[config.mk]
export PLATFORM = sky130hd
export DESIGN_NAME = alu_exec_unit_flat
export DESIGN_NICKNAME = d
export VERILOG_FILES = /design/src/rtl/alu_exec_unit_if.sv /design/src/rtl/alu_exec_unit.sv /design/src/flat_wrapper.sv
export SDC_FILE = /design/constraint.sdc
export NUM_CORES = 1
export LEC_CHECK = 0
export BUFFER_PORTS_ARGS = -buffer_cell sky130_fd_sc_hd__buf_2
export CAP_MARGIN = 20
export CELL_PAD_IN_SITES_DETAIL_PLACEMENT = 2
export CELL_PAD_IN_SITES_GLOBAL_PLACEMENT = 2
export CORE_MARGIN = 4
export CORE_UTILIZATION = 31
export DETAILED_ROUTE_END_ITERATION = 12
export PLACE_DENSITY_LB_ADDON = 0.08
export SLEW_MARGIN = 10
export SYNTH_ARGS = -nofsm -noshare
export SYNTH_HDL_FRONTEND = slang
export SYNTH_SLANG_ARGS = --single-unit
export TNS_END_PERCENT = 10
[constraint.sdc]
create_clock -name clk -period 3.8 [get_ports clk]
set_input_delay 0.57 -clock clk [delete_from_list [all_inputs] [get_ports clk]]
set_output_delay 0.57 -clock clk [all_outputs]
set_load 0.02 [all_outputs]
[src/rtl/alu_exec_unit_if.sv]
// rtl/alu_exec_unit_if.sv - operand/result handshake bundle for alu_exec_unit
interface alu_exec_unit_if #(
    parameter int DATA_W  = 32,
    parameter int SHAMT_W = 5
);
    logic                in_valid;
    logic                in_ready;
    logic [3:0]          alu_control_signal;
    logic [DATA_W-1:0]   op_a;
    logic [DATA_W-1:0]   op_b;
    logic [SHAMT_W-1:0]  shamt;
    logic [DATA_W-1:0]   result;
    logic                out_valid;
    logic                carry_flag;
    logic                zero_flag;
    logic                sign_flag;
    logic                err;

    modport master (
        output in_valid, alu_control_signal, op_a, op_b, shamt,
        input  in_ready, result, out_valid, carry_flag, zero_flag, sign_flag, err
    );

    modport slave (
        input  in_valid, alu_control_signal, op_a, op_b, shamt,
        output in_ready, result, out_valid, carry_flag, zero_flag, sign_flag, err
    );
endinterface

[src/rtl/alu_exec_unit.sv]
// rtl/alu_exec_unit.sv - multi-cycle execute ALU, iterative shifter unless FAST_SHIFT_EN
// FAST_SHIFT_EN: single-cycle barrel shifts, SHIFT state unreachable.
module alu_exec_unit #(
    parameter int DATA_W  = 32,
    parameter int SHAMT_W = 5
) (
    input  logic           clk,
    input  logic           rst_n,
    alu_exec_unit_if.slave bus
);
    localparam logic [3:0] OP_ADD   = 4'b0000;
    localparam logic [3:0] OP_COMP  = 4'b0001;
    localparam logic [3:0] OP_DIFF  = 4'b0010;
    localparam logic [3:0] OP_AND   = 4'b0011;
    localparam logic [3:0] OP_XOR   = 4'b0100;
    localparam logic [3:0] OP_SHLL  = 4'b0101;
    localparam logic [3:0] OP_SHRL  = 4'b0110;
    localparam logic [3:0] OP_SHRA  = 4'b0111;
    localparam logic [3:0] OP_SHLLV = 4'b1101;
    localparam logic [3:0] OP_SHRLV = 4'b1110;
    localparam logic [3:0] OP_SHRAV = 4'b1111;

    localparam logic [1:0] K_LEFT   = 2'd0;
    localparam logic [1:0] K_LRIGHT = 2'd1;
    localparam logic [1:0] K_ARIGHT = 2'd2;

`ifdef FAST_SHIFT_EN
    localparam bit ITER_SHIFT = 1'b0;
`else
    localparam bit ITER_SHIFT = 1'b1;
`endif

    typedef enum logic [1:0] {S_IDLE, S_SHIFT, S_DONE} state_t;

    state_t              state_q;
    logic [DATA_W-1:0]   result_q;
    logic [DATA_W-1:0]   shreg_q;
    logic [SHAMT_W-1:0]  cnt_q;
    logic [1:0]          kind_q;
    logic                carry_q, zero_q, sign_q, out_valid_q, err_q, in_ready_q;

    logic [DATA_W-1:0]   a, b, res_c, step_d;
    logic [DATA_W:0]     sum;
    logic [SHAMT_W-1:0]  amt;
    logic [1:0]          kind;
    logic                carry_wr, bad, is_shift;

    assign a = bus.op_a;
    assign b = bus.op_b;

    always_comb begin
        sum      = '0;
        res_c    = '0;
        carry_wr = 1'b0;
        bad      = 1'b0;
        is_shift = 1'b0;
        amt      = '0;
        kind     = K_LEFT;
        case (bus.alu_control_signal)
            OP_ADD:   begin sum = {1'b0, a} + {1'b0, b};  carry_wr = 1'b1; end
            OP_COMP:  begin sum = {1'b0, ~b} + (DATA_W+1)'(1); carry_wr = 1'b1; end
            OP_DIFF:  begin sum = {1'b0, a} + {1'b0, ~b} + (DATA_W+1)'(1); carry_wr = 1'b1; end
            OP_AND:   res_c = a & b;
            OP_XOR:   res_c = a ^ b;
            OP_SHLL:  begin is_shift = 1'b1; amt = bus.shamt; kind = K_LEFT; end
            OP_SHRL:  begin is_shift = 1'b1; amt = bus.shamt; kind = K_LRIGHT; end
            OP_SHRA:  begin is_shift = 1'b1; amt = bus.shamt; kind = K_ARIGHT; end
            OP_SHLLV: begin is_shift = 1'b1; amt = b[SHAMT_W-1:0]; kind = K_LEFT; end
            OP_SHRLV: begin is_shift = 1'b1; amt = b[SHAMT_W-1:0]; kind = K_LRIGHT; end
            OP_SHRAV: begin is_shift = 1'b1; amt = b[SHAMT_W-1:0]; kind = K_ARIGHT; end
            default:  bad = 1'b1;
        endcase
        if (carry_wr) res_c = sum[DATA_W-1:0];
        if (is_shift) begin
`ifdef FAST_SHIFT_EN
            case (kind)
                K_LEFT:   res_c = a << amt;
                K_LRIGHT: res_c = a >> amt;
                default:  res_c = $unsigned($signed(a) >>> amt);
            endcase
`else
            // Only consumed for zero-amount shifts; nonzero amounts iterate.
            res_c = a;
`endif
        end
    end

    always_comb begin
        step_d = shreg_q;
        case (kind_q)
            K_LEFT:   step_d = {shreg_q[DATA_W-2:0], 1'b0};
            K_LRIGHT: step_d = {1'b0, shreg_q[DATA_W-1:1]};
            default:  step_d = {shreg_q[DATA_W-1], shreg_q[DATA_W-1:1]};
        endcase
    end

    always_ff @(posedge clk) begin
        if (!rst_n) begin
            state_q     <= S_IDLE;
            result_q    <= '0;
            shreg_q     <= '0;
            cnt_q       <= '0;
            kind_q      <= K_LEFT;
            carry_q     <= 1'b0;
            zero_q      <= 1'b0;
            sign_q      <= 1'b0;
            out_valid_q <= 1'b0;
            err_q       <= 1'b0;
            in_ready_q  <= 1'b1;
        end else begin
            out_valid_q <= 1'b0;
            err_q       <= 1'b0;
            case (state_q)
                S_IDLE: begin
                    if (bus.in_valid && in_ready_q) begin
                        in_ready_q <= 1'b0;
                        if (bad) begin
                            // Unsupported code leaves every flag untouched.
                            result_q    <= '0;
                            err_q       <= 1'b1;
                            out_valid_q <= 1'b1;
                            state_q     <= S_DONE;
                        end else if (ITER_SHIFT && is_shift && (amt != '0)) begin
                            shreg_q <= a;
                            cnt_q   <= amt;
                            kind_q  <= kind;
                            state_q <= S_SHIFT;
                        end else begin
                            result_q    <= res_c;
                            zero_q      <= (res_c == '0);
                            sign_q      <= res_c[DATA_W-1];
                            if (carry_wr) carry_q <= sum[DATA_W];
                            out_valid_q <= 1'b1;
                            state_q     <= S_DONE;
                        end
                    end
                end
                S_SHIFT: begin
                    shreg_q <= step_d;
                    cnt_q   <= cnt_q - SHAMT_W'(1);
                    if (cnt_q == SHAMT_W'(1)) begin
                        result_q    <= step_d;
                        zero_q      <= (step_d == '0);
                        sign_q      <= step_d[DATA_W-1];
                        out_valid_q <= 1'b1;
                        state_q     <= S_DONE;
                    end
                end
                default: begin
                    in_ready_q <= 1'b1;
                    state_q    <= S_IDLE;
                end
            endcase
        end
    end

    assign bus.in_ready   = in_ready_q;
    assign bus.result     = result_q;
    assign bus.out_valid  = out_valid_q;
    assign bus.carry_flag = carry_q;
    assign bus.zero_flag  = zero_q;
    assign bus.sign_flag  = sign_q;
    assign bus.err        = err_q;
endmodule

[src/flat_wrapper.sv]
// flat-port wrapper written by rule: the top's interface ports become plain ports
module alu_exec_unit_flat 
#(
    parameter int DATA_W  = 32,
    parameter int SHAMT_W = 5
)
  (clk, rst_n, bus_in_valid, bus_alu_control_signal, bus_op_a, bus_op_b, bus_shamt, bus_in_ready, bus_result, bus_out_valid, bus_carry_flag, bus_zero_flag, bus_sign_flag, bus_err);
  alu_exec_unit_if #(.DATA_W(DATA_W), .SHAMT_W(SHAMT_W)) bus_i ();
  input  logic clk;
  input  logic rst_n;
  input wire logic [$bits(bus_i.in_valid)-1:0] bus_in_valid;
  input wire logic [$bits(bus_i.alu_control_signal)-1:0] bus_alu_control_signal;
  input wire logic [$bits(bus_i.op_a)-1:0] bus_op_a;
  input wire logic [$bits(bus_i.op_b)-1:0] bus_op_b;
  input wire logic [$bits(bus_i.shamt)-1:0] bus_shamt;
  output wire logic [$bits(bus_i.in_ready)-1:0] bus_in_ready;
  output wire logic [$bits(bus_i.result)-1:0] bus_result;
  output wire logic [$bits(bus_i.out_valid)-1:0] bus_out_valid;
  output wire logic [$bits(bus_i.carry_flag)-1:0] bus_carry_flag;
  output wire logic [$bits(bus_i.zero_flag)-1:0] bus_zero_flag;
  output wire logic [$bits(bus_i.sign_flag)-1:0] bus_sign_flag;
  output wire logic [$bits(bus_i.err)-1:0] bus_err;
  assign bus_i.in_valid = bus_in_valid;
  assign bus_i.alu_control_signal = bus_alu_control_signal;
  assign bus_i.op_a = bus_op_a;
  assign bus_i.op_b = bus_op_b;
  assign bus_i.shamt = bus_shamt;
  assign bus_in_ready = bus_i.in_ready;
  assign bus_result = bus_i.result;
  assign bus_out_valid = bus_i.out_valid;
  assign bus_carry_flag = bus_i.carry_flag;
  assign bus_zero_flag = bus_i.zero_flag;
  assign bus_sign_flag = bus_i.sign_flag;
  assign bus_err = bus_i.err;
  alu_exec_unit #(.DATA_W(DATA_W), .SHAMT_W(SHAMT_W)) u_core (.clk(clk), .rst_n(rst_n), .bus(bus_i));
endmodule
==> impl_metrics.json <==
{
  "globalRouteMet1Util_pct": 40.5,
  "result_of_the_run": "completed",
  "synth_top_flop_cell": "sky130_fd_sc_hd__dfxtp_1",
  "pin_count_of_the_biggest_net_entering_global_routing": 55,
  "port_buffers": 113,
  "endpoint_kind": "flop",
  "effective_utilization_at_floorplan_pct": 31.6,
  "die_h_um": 187,
  "layout.cell_area.non_filler_sq_mm": 0.0139,
  "fin_worst_hold_slack_ps": 453,
  "areaGrowthSynthToFinish_pct": 39.1,
  "grtUsageMet2_pct": 57.0,
  "setup.worst_path.start_class": "primary input",
  "synth-seq-cells": 79,
  "post_synthesis_net_count": 1616,
  "ys_warn_count": 0,
  "p_leak_nw": 5.78,
  "setup_tns_ps": 0,
  "io_pins": 114,
  "htree_levels": 3,
  "setup_repair_after_global_routing_missed_its_margin": "yes",
  "synth_top_family_by_area": "compound AO/OA/AOI/OAI gates",
  "busiest_layer": "met2",
  "post-route-worst-setup-slack_ps": 27.5,
  "crit_fanout": 6,
  "reported_max_cap_violation_count": 0,
  "worst_ep_arrival_time_ps": 4040,
  "p_per_area_mw_per_mm2": 297,
  "drt-pass1-iter-count": 5,
  "worstHoldPathCells": 2,
  "worst_pin_slew_ps": 1090,
  "dieArea_sq_mm": 0.0351,
  "slew_viol_final": 0,
  "worst_ir_drop_vdd_mv": 0.228,
  "ant_nets": 0,
  "postSynth.asyncResetShare_pct": 0,
  "mostFrequentLayoutCell": "sky130_fd_sc_hd__buf_4",
  "finalNetCount": 1959,
  "global_route_wire_length_before_repair_um": 90400,
  "final_non_filler_cell_total": 2220,
  "upper_clock_frequency_limit_mhz": 265,
  "synth.distinct_cells": 89,
  "adder_cell_share_of_the_synthesized_area_pct": 8.92,
  "synth.mux.area_fraction_pct": 3.84,
  "tritoncts": "yes",
  "placement_rows": 65,
  "synth_seq_area_share_pct": 15.8,
  "cts-root-buf": "sky130_fd_sc_hd__clkbuf_16",
  "global_route.usage.total_pct": 32.6,
  "commonest_cells_after_routing_fill_and_taps_aside": "318 x sky130_fd_sc_hd__buf_4, 169 x sky130_fd_sc_hd__a21oi_1, 149 x sky130_fd_sc_hd__nor2_1",
  "final.setup_skew_ps": 11.4,
  "worst_setup_hold_path_clk_slew_ps": 70,
  "synth_simple_gate_area_share_pct": 25.6,
  "ctsHoldBuffers": 0,
  "pre_cts_ws_ps": -686,
  "number_of_cells_traversed_by_the_worst_register_to_register_path": 12,
  "timing.setup.critical_path_class": "primary input to flop",
  "grt_pass1_vias": 14688,
  "placement.cell_area_sq_mm": 0.0132,
  "mappedNetlistArea_sq_mm": 0.00998,
  "gr-total-overflow": 0,
  "dp_hpwl_um": 47000,
  "post-route-period-util_pct": 99.3,
  "cp_data_required_time_ps": 4070,
  "post_synth_inst_count": 1470,
  "routed_wirelength_um": 60600,
  "max-slew-margin-rel_pct": 27.4,
  "clock-sinks": 79,
  "cts-buffers-inserted": 9,
  "place_inst": 2201,
  "antenna_cells_inserted": 0,
  "clock_tree.buffer_depth": 2,
  "layout-drive-gt1-share_pct": 30.6,
  "endpoints_failing_setup": 0,
  "clock_latency_ps": 350,
  "place.gp.congestion": 0.927,
  "synth_edf_count": 0,
  "vias_per_cell": 6.14,
  "remaining_drc_errors": 0,
  "wl_per_cell_um": 27.3,
  "number_of_antenna_violations_at_the_first_check_in_global_routing": 0,
  "min_delay_worst_type": "flop to flop",
  "floorplan.die.width_um": 187,
  "via_count": 13639,
  "count_of_endpoints_failing_hold_in_the_final_timing_report": 0,
  "synth.avg_cell_area_sq_um": 6.79,
  "layout_min_cycle_time_ps": 3770,
  "core-area_sq_mm": 0.0316,
  "global_routing_met3_resource_utilization_pct": 4.48,
  "synth_xor_area_share_pct": 4.04,
  "detailedRoute.firstIterationViolations": 1021,
  "synth_compound_area_share_pct": 34.5
}
layout make-up:
class | count | area, sq um
fillers | 3800 | 17800
repair buffers | 440 | 3120
multi-input cells | 1207 | 8080
inverters | 76 | 285
well taps | 402 | 503
clock buffers | 9 | 225
flip-flops and latches | 79 | 1580
clock inverters | 7 | 86.3
path summary, 6_finish.rpt:
check / start / endpoint / slack, ps
worst min-delay path: u_core.bus.result[3] / u_core.bus.result[3] / 450
worst max-delay path: bus_op_b[5] / u_core.bus.zero_flag / 30
worst max register to register: u_core.cnt_q[0] / u_core.bus.zero_flag / 730
worst min register to register: u_core.bus.result[3] / u_core.bus.result[3] / 450
synthesized netlist by cell type (6+ instances only):
cell type / n / area (sq um)
sky130_fd_sc_hd__a211oi_1: 26 / 195
sky130_fd_sc_hd__nor2_1: 155 / 582
sky130_fd_sc_hd__a22oi_1: 8 / 60.1
sky130_fd_sc_hd__a221oi_1: 21 / 184
sky130_fd_sc_hd__mux2i_1: 36 / 360
sky130_fd_sc_hd__xnor2_1: 43 / 377
sky130_fd_sc_hd__buf_2: 11 / 55.1
sky130_fd_sc_hd__nor4_1: 25 / 156
sky130_fd_sc_hd__o211ai_1: 31 / 233
sky130_fd_sc_hd__o221ai_1: 16 / 140
sky130_fd_sc_hd__and3_1: 10 / 62.6
sky130_fd_sc_hd__nor2b_1: 15 / 93.8
sky130_fd_sc_hd__buf_1: 6 / 22.5
sky130_fd_sc_hd__ha_1: 68 / 851
sky130_fd_sc_hd__inv_1: 73 / 274
sky130_fd_sc_hd__or3_1: 14 / 87.6
sky130_fd_sc_hd__a21o_1: 9 / 67.6
sky130_fd_sc_hd__nand2_1: 134 / 503
sky130_fd_sc_hd__dfxtp_1: 79 / 1580
sky130_fd_sc_hd__o31ai_1: 23 / 173
sky130_fd_sc_hd__nand3_1: 34 / 170
sky130_fd_sc_hd__a31oi_1: 12 / 75.1
sky130_fd_sc_hd__o21ai_1: 13 / 65.1
sky130_fd_sc_hd__nor3_1: 47 / 235
sky130_fd_sc_hd__o21bai_1: 20 / 150
sky130_fd_sc_hd__a21oi_1: 175 / 876
sky130_fd_sc_hd__o21ai_0: 111 / 556
sky130_fd_sc_hd__nand4_1: 27 / 169
sky130_fd_sc_hd__nand2b_1: 9 / 56.3
sky130_fd_sc_hd__clkbuf_1: 89 / 334
power by group:
group	leakage [nW]	internal, mW	switching [mW]	total (mW)
sequential	0.645	0.913	0.0761	0.989
combinational	4.99	0.861	1.35	2.21
clock	0.150	0.525	0.406	0.930
flip-flops by register name (all words and copies together), names as in the netlist:
| name | cells |
|---|---|
| u_core.bus.carry_flag | 1 |
| u_core.bus.sign_flag | 1 |
| u_core.kind_q | 2 |
| u_core.cnt_q | 5 |
| u_core.bus.in_ready | 1 |
| u_core.state_q | 2 |
| u_core.bus.result | 32 |
| u_core.bus.zero_flag | 1 |
| u_core.bus.out_valid | 1 |
| u_core.shreg_q | 32 |
| u_core.bus.err | 1 |
metal layers:
metal | wire length [um] | vias to the layer above
met1 | 25500 | 6934
met3 | 2720 | 130
met2 | 29900 | 461
met4 | 2470 | 0
met5 | 0 | -
li1 | - | 6114
what timing repair did:
item | in CTS | in global routing
buffers inserted | 2 | 1
setup endpoints to repair | 5 | 14
pin swaps | 10 | 23
resized for setup | 26 | 57
cloned | 0 | 0
worst max-delay path, cell delays in order:
cell and delay (ps):
sky130_fd_sc_hd__buf_2 130, sky130_fd_sc_hd__buf_4 140, sky130_fd_sc_hd__or4_4 590, sky130_fd_sc_hd__or4_4 550, sky130_fd_sc_hd__buf_4 210, sky130_fd_sc_hd__nor4_4 240, sky130_fd_sc_hd__xnor2_1 90, sky130_fd_sc_hd__nand2_1 140
sky130_fd_sc_hd__and3_1 170, sky130_fd_sc_hd__o21ai_1 70, sky130_fd_sc_hd__o21a_1 250, sky130_fd_sc_hd__nand2b_1 160, sky130_fd_sc_hd__or4_4 500, sky130_fd_sc_hd__o31ai_2 220
per-stage QoR:
step	util (%)	total power, mW
2_1_floorplan	-	2.03
3_3_place_gp	41.6	3.00
3_5_place_dp	41.6	3.07
4_1_cts	43.0	4.04
5_1_grt	43.9	4.33
6_report	43.9	4.13
cell families (layout without fill, tap and decap cells):
kind of cell,Yosys count,in the layout
compound gates,538,538
simple gates,515,515
buf+inv,184,532
flops,79,79
fa+ha+maj,70,70
xor+xnor,46,46
mux,38,38
Note: power is estimated with default switching activity, not from simulation.
